File: src/rtl/fifo_read_arbiter.sv
// Round-robin arbiter sharing the FIFO read port among NUM_REQ read-domain consumers.
// Grants bounded bursts and steers each returned word back to its owner with a one-hot valid.
module fifo_read_arbiter #(
  parameter int unsigned NUM_REQ    = 4,
  parameter int unsigned DATA_WIDTH = 8,
  parameter int unsigned BURST_LEN  = 4
) (
  input  logic                  r_clk,
  input  logic                  rrst,
  input  logic [NUM_REQ-1:0]    req,
  output logic [NUM_REQ-1:0]    gnt,
  input  logic                  fifo_empty,
  output logic                  fifo_rd_req,
  input  logic [DATA_WIDTH-1:0] fifo_rdata,
  output logic [DATA_WIDTH-1:0] rdata,
  output logic [NUM_REQ-1:0]    rvalid,
  output logic                  busy
);

  localparam int unsigned IdxW  = (NUM_REQ > 1) ? $clog2(NUM_REQ) : 1;
  localparam int unsigned IdxW1 = IdxW + 1;
  localparam int unsigned CntW  = $clog2(BURST_LEN + 1);

  typedef enum logic {StIdle = 1'b0, StBurst = 1'b1} state_e;

  state_e             state_q, state_d;
  logic [NUM_REQ-1:0] gnt_q, gnt_d;
  logic [IdxW-1:0]    owner_q, owner_d;
  logic [IdxW-1:0]    ptr_q, ptr_d;
  logic [CntW-1:0]    cnt_q, cnt_d;
  logic [NUM_REQ-1:0] rvalid_d, rvalid_q;

  logic               pick_found;
  logic [IdxW-1:0]    pick_idx;
  logic [IdxW1-1:0]   cand_sum;
  logic [IdxW-1:0]    cand;

  always_comb begin
    state_d    = state_q;
    gnt_d      = gnt_q;
    owner_d    = owner_q;
    ptr_d      = ptr_q;
    cnt_d      = cnt_q;
    pick_found = 1'b0;
    pick_idx   = '0;
    cand_sum   = '0;
    cand       = '0;

    // First requester at or after ptr, wrapping modulo NUM_REQ.
    for (int unsigned i = 0; i < NUM_REQ; i++) begin
      cand_sum = {1'b0, ptr_q} + IdxW1'(i);
      cand     = IdxW'((cand_sum >= IdxW1'(NUM_REQ)) ? cand_sum - IdxW1'(NUM_REQ) : cand_sum);
      if (!pick_found && req[cand]) begin
        pick_found = 1'b1;
        pick_idx   = cand;
      end
    end

    fifo_rd_req = (state_q == StBurst) && req[owner_q] && !fifo_empty && !rrst;
    rvalid_d    = fifo_rd_req ? gnt_q : '0;

    unique case (state_q)
      StIdle: begin
        if (pick_found && !fifo_empty) begin
          state_d = StBurst;
          owner_d = pick_idx;
          gnt_d   = NUM_REQ'(1) << pick_idx;
          cnt_d   = '0;
        end
      end
      StBurst: begin
        if (fifo_rd_req) begin
          cnt_d = cnt_q + CntW'(1);
        end
        // A stalled cycle (owner dropped or FIFO empty) ends the burst without a read.
        if (!fifo_rd_req || cnt_q == CntW'(BURST_LEN - 1)) begin
          state_d = StIdle;
          gnt_d   = '0;
          cnt_d   = '0;
          ptr_d   = (owner_q == IdxW'(NUM_REQ - 1)) ? '0 : owner_q + 1'b1;
        end
      end
      default: state_d = StIdle;
    endcase
  end

  always_ff @(posedge r_clk) begin
    if (rrst) begin
      state_q  <= StIdle;
      gnt_q    <= '0;
      owner_q  <= '0;
      ptr_q    <= '0;
      cnt_q    <= '0;
      rvalid_q <= '0;
    end else begin
      state_q  <= state_d;
      gnt_q    <= gnt_d;
      owner_q  <= owner_d;
      ptr_q    <= ptr_d;
      cnt_q    <= cnt_d;
      rvalid_q <= rvalid_d;
    end
  end

  assign gnt    = gnt_q;
  assign rvalid = rvalid_q;
  assign busy   = (state_q == StBurst);
  assign rdata  = fifo_rdata;

endmodule

File: config.mk
export PLATFORM = sky130hd
export DESIGN_NAME = fifo_read_arbiter
export DESIGN_NICKNAME = d
export VERILOG_FILES = /design/src/rtl/fifo_read_arbiter.sv
export SDC_FILE = /design/constraint.sdc
export NUM_CORES = 1
export LEC_CHECK = 0
export CORE_UTILIZATION = 38
export DETAILED_ROUTE_END_ITERATION = 10
export PLACE_DENSITY_LB_ADDON = 0.2
export REMOVE_ABC_BUFFERS = 1
export SYNTH_ARGS = -nofsm -noshare
export SYNTH_HDL_FRONTEND = slang
export SYNTH_SLANG_ARGS = --single-unit
File: constraint.sdc
create_clock -name r_clk -period 1.8 [get_ports r_clk]
set_input_delay 0.27 -clock r_clk [delete_from_list [all_inputs] [get_ports r_clk]]
set_output_delay 0.27 -clock r_clk [all_outputs]
set_load 0.01 [all_outputs]
==> summary.md, run 1 <==
| Metric | Value |
|---|---|
| Net Sw Frac | `24.6%` |
| Uppermost layer routed | `met4` |
| Via Count | `around 740` |
| First-pass GRT wire length | `about 3100 um` |
| VDD IR max | `0.000469 V` |
| Status | `finished, violations left` |
| Final period utilization | `101%` |
| Seq. cell area | `323 um^2` |
| CP top delay family | `simple AND/OR/NAND/NOR gates` |
| Worst endpoint required time | `2.04 ns` |
| Avg Cell Area, Syn | `9.85 um^2` |
| Fraction of layout cells with a size suffix above 1 | `35.7%` |
| Global route overflow | `0` |
| Max_cap viols | `0` |
| Fin. max-slew vios | `0` |
| GPL Wtd Cong | `0.823` |
| Initial antenna violation count | `0` |
| Total track usage | `17.8%` |
| Clk_lat worst skew | `0.28 ns` |
| Reg2reg path depth | `6` |
| Final setup viols | `4` |
| Clock group share of total power | `30.9%` |
| # rows | `16` |
| Slowest stage cell on the critical path | `or4b_4` |
| Area growth syn-to-layout | `41.4%` |
| DRC errors left | `0` |
| Core box area | `2020 um^2` |
| Seq/Total Area, Yosys | `between 30% and 40%` |
| Slew HR | `79.0%` |
| Final hold viol count | `0` |
| Initial DRC count | `13` |
| Clk sinks | `16` |
| CTS root buffer | `clkbuf_4` |
| Flops & latches, synth | `16` |
| Drt total wl | `1800 um` |
| Cell variety after synth | `32` |
| WL met1 | `~840 um` |
| Wire length on met2 | `803 um` |
| Vias in the first global route | `just over 700` |
| Crit path time final | `1.81 ns` |
| Max Root-Sink Buffers | `2` |
| Num CTS Buffers | `3` |
| Most frequent CP cell | `ha_4` |
| Antenna Violating Nets Remaining | `0` |
| Pwr/cell area | `about 640 nW/um^2` |
| Met3 Wirelength | `approximately 120 um` |
| Startpoint types | `flop` |
| Chip width | `48.9 um` |
| Hold path cells | `1` |
| Sequential power share | `around 50%` |
| CP Max Fanout | `4` |
| Hpwl dp | `around 1400 um` |
| Worst-Margin Slew | `0.314 ns` |
| CP Cell Sequence | `ha_4 > ha_4 > or4b_4 > o221ai_4 > and3_4 > a22o_2` |
| Ys Warns | `0` |
| P_sw | `188 uW` |
| Vias/cell | `5.23` |
| Area of the multi-input gates | `463 um^2` |
| Leak pwr | `0.477 nW` |
| Power Internal | `573 uW` |
| Crit. path cell count | `6` |
| Chip Height | `48.9 um` |
| Top FF cell, synth | `dfxtp_1` |
| Drt wl/cell | `roughly 13 um` |
| Buffers on Ports | `16` |
| # diodes | `0` |
| RSZ-0062 raised after global routing | `true` |
| Largest stage delay, worst path | `between 0.4 and 0.5 ns` |
| Setup ws final | `-0.0130 ns` |
| CTS tree | `yes` |
| Pin count of the biggest net entering global routing | `10` |
| IO Pins | `33` |
| Setup CP Type | `flop to flop` |
| Die area | `2390 um^2` |
| H-tree depth | `1` |
| Worst Path Buf+Inv | `0` |
| Filler cells | `183` |
| Nets | `134` |
| Post-route setup TNS | `-0.0275 ns` |
| DRT Pass-1 Iters | `5` |
| Failing checks | `setup timing` |
| Number of synthesized flops with an enable pin | `0` |
| Effective utilization at floorplan | `41.4%` |
| Combinational cell fraction of total power | `19.1%` |
| Hold_buf cts | `0` |
| Crit end category | `flop` |
| Mapped Cells | `85` |
| FFs w/ async S/R, synth | `0%` |
| Fmax | `about 550 MHz` |
| Worst Clk Skew | `0.000881 ns` |
| Netlist Area Pre-Place | `837 um^2` |
| Pwr Total | `761 uW` |
| HP Class | `flop to flop` |
| Critical Path AT | `2.05 ns` |
| Reg clk slew, reported paths | `~0.09 ns` |
## through the flow
step	cell area (um^2)	worst slack, ns	util (%)	hold slack (ns)	std cells
floorplan	757	-0.0120	-	0.339	74
global placement	1100	-0.308	54.5	0.456	137
detailed placement	1100	-0.336	54.5	0.465	137
CTS	1160	-0.0373	57.5	0.490	141
global route	1180	-0.0763	58.5	0.512	142
finish	1180	-0.0130	58.5	0.492	142
## cell usage in the layout (no fill, tap or decap), drive strengths merged, types with 2 or more instances in the layout
cell type / netlist / routed
a21oi: 5 / 5
a22o: 4 / 4
a32o: 3 / 3
and2: 4 / 4
buf: 10 / 22
clkbuf: 1 / 4
clkdlybuf4s50: 0 / 15
dfxtp: 16 / 16
ha: 3 / 3
inv: 4 / 4
mux2i: 4 / 4
nand2: 3 / 3
nor2: 6 / 6
nor3: 2 / 2
nor4: 3 / 3
nor4b: 2 / 2
o21a: 2 / 2
o221ai: 2 / 2
or3: 3 / 3
## power by group through the flow
stage | clock network, mW | logic, mW | registers, mW
global placement | 0 | 0.141 | 0.388
CTS | 0.245 | 0.144 | 0.380
global route | 0.266 | 0.160 | 0.382
floorplan | 0 | 0.0585 | 0.389
detailed placement | 0 | 0.142 | 0.388
finish | 0.235 | 0.145 | 0.380
## per-layer routing
layer  vias up  track usage, %
met3         5            8.41
met2        31            27.3
met5         -               0
li1        369               -
met4         0            8.82
met1       337            20.6
## cell type report
cell class,instances,area share (%)
clock buffer,4,3.07
multi-input combinational,54,39.1
sequential,16,27.3
tap,27,2.85
timing repair buffer,37,26.4
inverter,4,1.27
## worst reg2reg max path: stages, from the launching register on
cell      delay, ns
dfxtp_2        0.35
ha_4           0.16
ha_4           0.16
or4b_4         0.49
o221ai_4       0.23
and3_4         0.25
a22o_2         0.13
## sequential cells by signal, summed over array words and instances, names as in the netlist
register	count
owner_q	2
busy	1
rvalid	4
ptr_q	2
cnt_q	3
gnt	4
## cells in the mapped netlist, types with 2 or more instances
master	count	share of area [%]
buf_4	8	7.2
a21oi_1	5	3.0
a32o_1	3	3.6
a22o_1	2	2.1
nor3_1	2	1.2
nor4_1	2	1.5
nor4b_1	2	2.1
dfxtp_1	16	38
o21a_1	2	1.8
nor2_1	6	2.7
a22o_2	2	2.4
inv_1	4	1.8
ha_1	3	4.5
or3_1	2	1.5
mux2i_1	4	4.8
nand2_1	3	1.3
and2_1	4	3.0
## worst paths after layout
path	slack [ns]	to	startpoint
worst max-delay path	-0.01	gnt[1]	cnt_q[1]
worst min-delay path	0.49	cnt_q[2]	cnt_q[2]
worst max register to register	-0.01	gnt[1]	cnt_q[1]
worst min register to register	0.49	cnt_q[2]	cnt_q[2]
## timing repair
item	in CTS	in global routing
gates cloned	0	0
setup buffers	0	1
resized for setup	11	2
setup endpoints to repair	6	8
pin swaps	11	7
## logic make-up (layout without fill, tap and decap cells)
group	Yosys count	in the layout	share of synthesized area, %
buffers and inverters	15	45	11.4
DFF	16	16	38.3
adders and majority gates	3	3	4.48
and+or+nand+nor	27	27	20.3
AOI/OAI and AO/OA	20	20	20.8
muxes	4	4	4.78
No activity file was read; power rests on OpenSTA's default activity.
==> inputs of run 2 (changes only) <==
- PLACE_DENSITY: not set -> 0.81
- PLACE_DENSITY_LB_ADDON: 0.2 -> not set
==> run 2 against run 1 <==
- the flow still finishes with violations (setup timing)
- sequential share of layout area down 0.11 points
- hold slack better by 0.0021 ns
- worst setup slack better by 0.0092 ns
- non-clock buffer count down 1
- via count up 2.4%
- total power down 0.21%
==> summary.md, run 2 (synthesis gave the netlist of run 1 again) <==
| Metric | Value |
|---|---|
| Status | `finished, violations left` |
| Failing checks | `setup timing` |
| Final period utilization | `100%` |
| CTS root buffer | `clkbuf_4` |
| Drt wl/cell | `13.7 um` |
| CTS tree | `yes` |
| Max Root-Sink Buffers | `2` |
| R2R setup slack | `-0.004 ns` |
| Hold Slack | `0.494 ns` |
| Setup ws final | `-0.00384 ns` |
| Max_cap viols | `0` |
| Chip Height | `48.9 um` |
| Fraction of layout cells with a size suffix above 1 | `36.0%` |
| CP Max Fanout | `4` |
| Setup CP Type | `flop to flop` |
| Hold Path End | `cnt_q[2]` |
| Effective utilization at floorplan | `41.4%` |
| Hold path cells | `1` |
| Clk_lat worst skew | `0.28 ns` |
| VDD IR max | `0.000413 V` |
| Chip width | `48.9 um` |
| Fin. max-slew vios | `0` |
| Vias in the first global route | `735` |
| Leak pwr | `0.479 nW` |
| Reg clk slew, reported paths | `0.09 ns` |
| Hpwl dp | `1470 um` |
| H-tree depth | `1` |
| WL met1 | `752 um` |
| Reg2reg path depth | `6` |
| # rows | `16` |
| Worst-Margin Slew | `between 0.3 and 0.4 ns` |
| GPL Wtd Cong | `0.873` |
| Num CTS Buffers | `3` |
| Crit end category | `flop` |
| Startpoint types | `flop` |
| Wire length on met2 | `between 900 and 1000 um` |
| Buffers on Ports | `16` |
| IO Pins | `33` |
| Initial antenna violation count | `0` |
| Area growth syn-to-layout | `42.0%` |
| Die area | `2390 um^2` |
| Slew HR | `78.8%` |
| DP Cell Count | `between 100 and 150` |
| RSZ-0062 raised after global routing | `true` |
| Critical Path AT | `2.04 ns` |
| Pwr/cell area | `639 nW/um^2` |
| # diodes | `0` |
| Worst Min Path Start | `cnt_q[2]` |
| Total track usage | `17.5%` |
| Pin count of the biggest net entering global routing | `10` |
| First-pass GRT wire length | `3170 um` |
| Final setup viols | `1` |
| Most frequent cells in the layout | `20 x buf_4, 15 x clkdlybuf4s50_1, 14 x dfxtp_1, 6 x nor2_1, 5 x a21oi_1` |
| Core box area | `2020 um^2` |
| Worst Clk Skew | `0.00495 ns` |
| Crit path time final | `approximately 1.8 ns` |
| Global route overflow | `0` |
| Uppermost layer routed | `met4` |
| Drt total wl | `around 1900 um` |
| Worst endpoint required time | `2.04 ns` |
| DRC errors left | `0` |
| Most common cell after layout, fill and taps aside | `buf_4` |
| Final hold viol count | `0` |
| Via Count | `760` |
| Placement Setup Slack | `-0.350 ns` |
| Antenna Violating Nets Remaining | `0` |
| Initial DRC count | `24` |
| DRT Pass-1 Iters | `4` |
| RR Startpoint | `cnt_q[1]` |
| Reg-to-reg critical path endpoint | `gnt[1]` |
| Finished Layout Cells | `141` |
| Clk sinks | `16` |
| Met3 Wirelength | `170 um` |
| Vias/cell | `5.39` |
| Nets | `about 130` |
| Fmax | `between 500 and 600 MHz` |
| HP Class | `flop to flop` |
-- run 2: changes by cell type in the layout (fill, tap and decap cells not counted) --
| cell | previous run | this run |
|---|---|---|
| a22o_2 | 2 | 1 |
| a22o_4 | 0 | 1 |
| buf_4 | 21 | 20 |
| nor3_1 | 2 | 1 |
| nor3_2 | 0 | 1 |
-- run 2: power breakdown --
part           leakage (nW)  switching, mW  internal [mW]
combinational         0.327         0.0642         0.0844
clock                0.0210          0.106          0.123
sequential            0.131         0.0152          0.366
total                 0.479          0.186          0.574
-- run 2: final cells by class --
class | count | area, um^2
multi-input combinational | 54 | 475
inverter | 4 | 15.0
fill | 172 | 833
sequential | 16 | 323
clock buffer | 4 | 36.3
timing repair buffer | 36 | 305
tap | 27 | 33.8
-- run 2: worst max-delay path, cell delays in order (launching register included) --
cell and delay (ns):
dfxtp_2 0.34, ha_4 0.16, ha_4 0.16, or4b_4 0.49, o221ai_4 0.22, and3_4 0.25, a22o_2 0.14
-- run 2: what timing repair did --
item	CTS	global route
endpoints found under the setup margin	6	8
hold buffers	0	0
setup buffers	0	2
pin swaps	8	7
resized for setup	11	4
-- run 2: through the flow --
step	setup TNS, ns	power [mW]	util (%)	cell area, um^2
2_1_floorplan	-0.0240	0.447	-	757
3_3_place_gp	-1.97	0.521	53.7	1090
3_5_place_dp	-2.17	0.526	53.7	1090
4_1_cts	-0.0305	0.762	56.8	1150
5_1_grt	-0.183	0.804	58.8	1190
6_report	-0.00384	0.759	58.8	1190
-- run 2: worst max-delay path by stage --
stage          depth (start not counted)  startpoint  slack, ns          end
2_1_floorplan                          6    cnt_q[0]      -0.01       gnt[1]
6_report                               6    cnt_q[1]     -0.004       gnt[1]
4_1_cts                                6    cnt_q[0]      -0.02       gnt[3]
3_3_place_gp                           5      req[3]      -0.30  fifo_rd_req
3_5_place_dp                           5      req[3]      -0.35  fifo_rd_req
5_1_grt                                6    cnt_q[1]      -0.05       gnt[1]
-- run 2: metal layers --
metal / GRT usage, % / vias up
met4: 9.80 / 0
met5: 0 / -
met2: 27.5 / 37
met3: 8.41 / 2
li1: - / 369
met1: 19.2 / 352
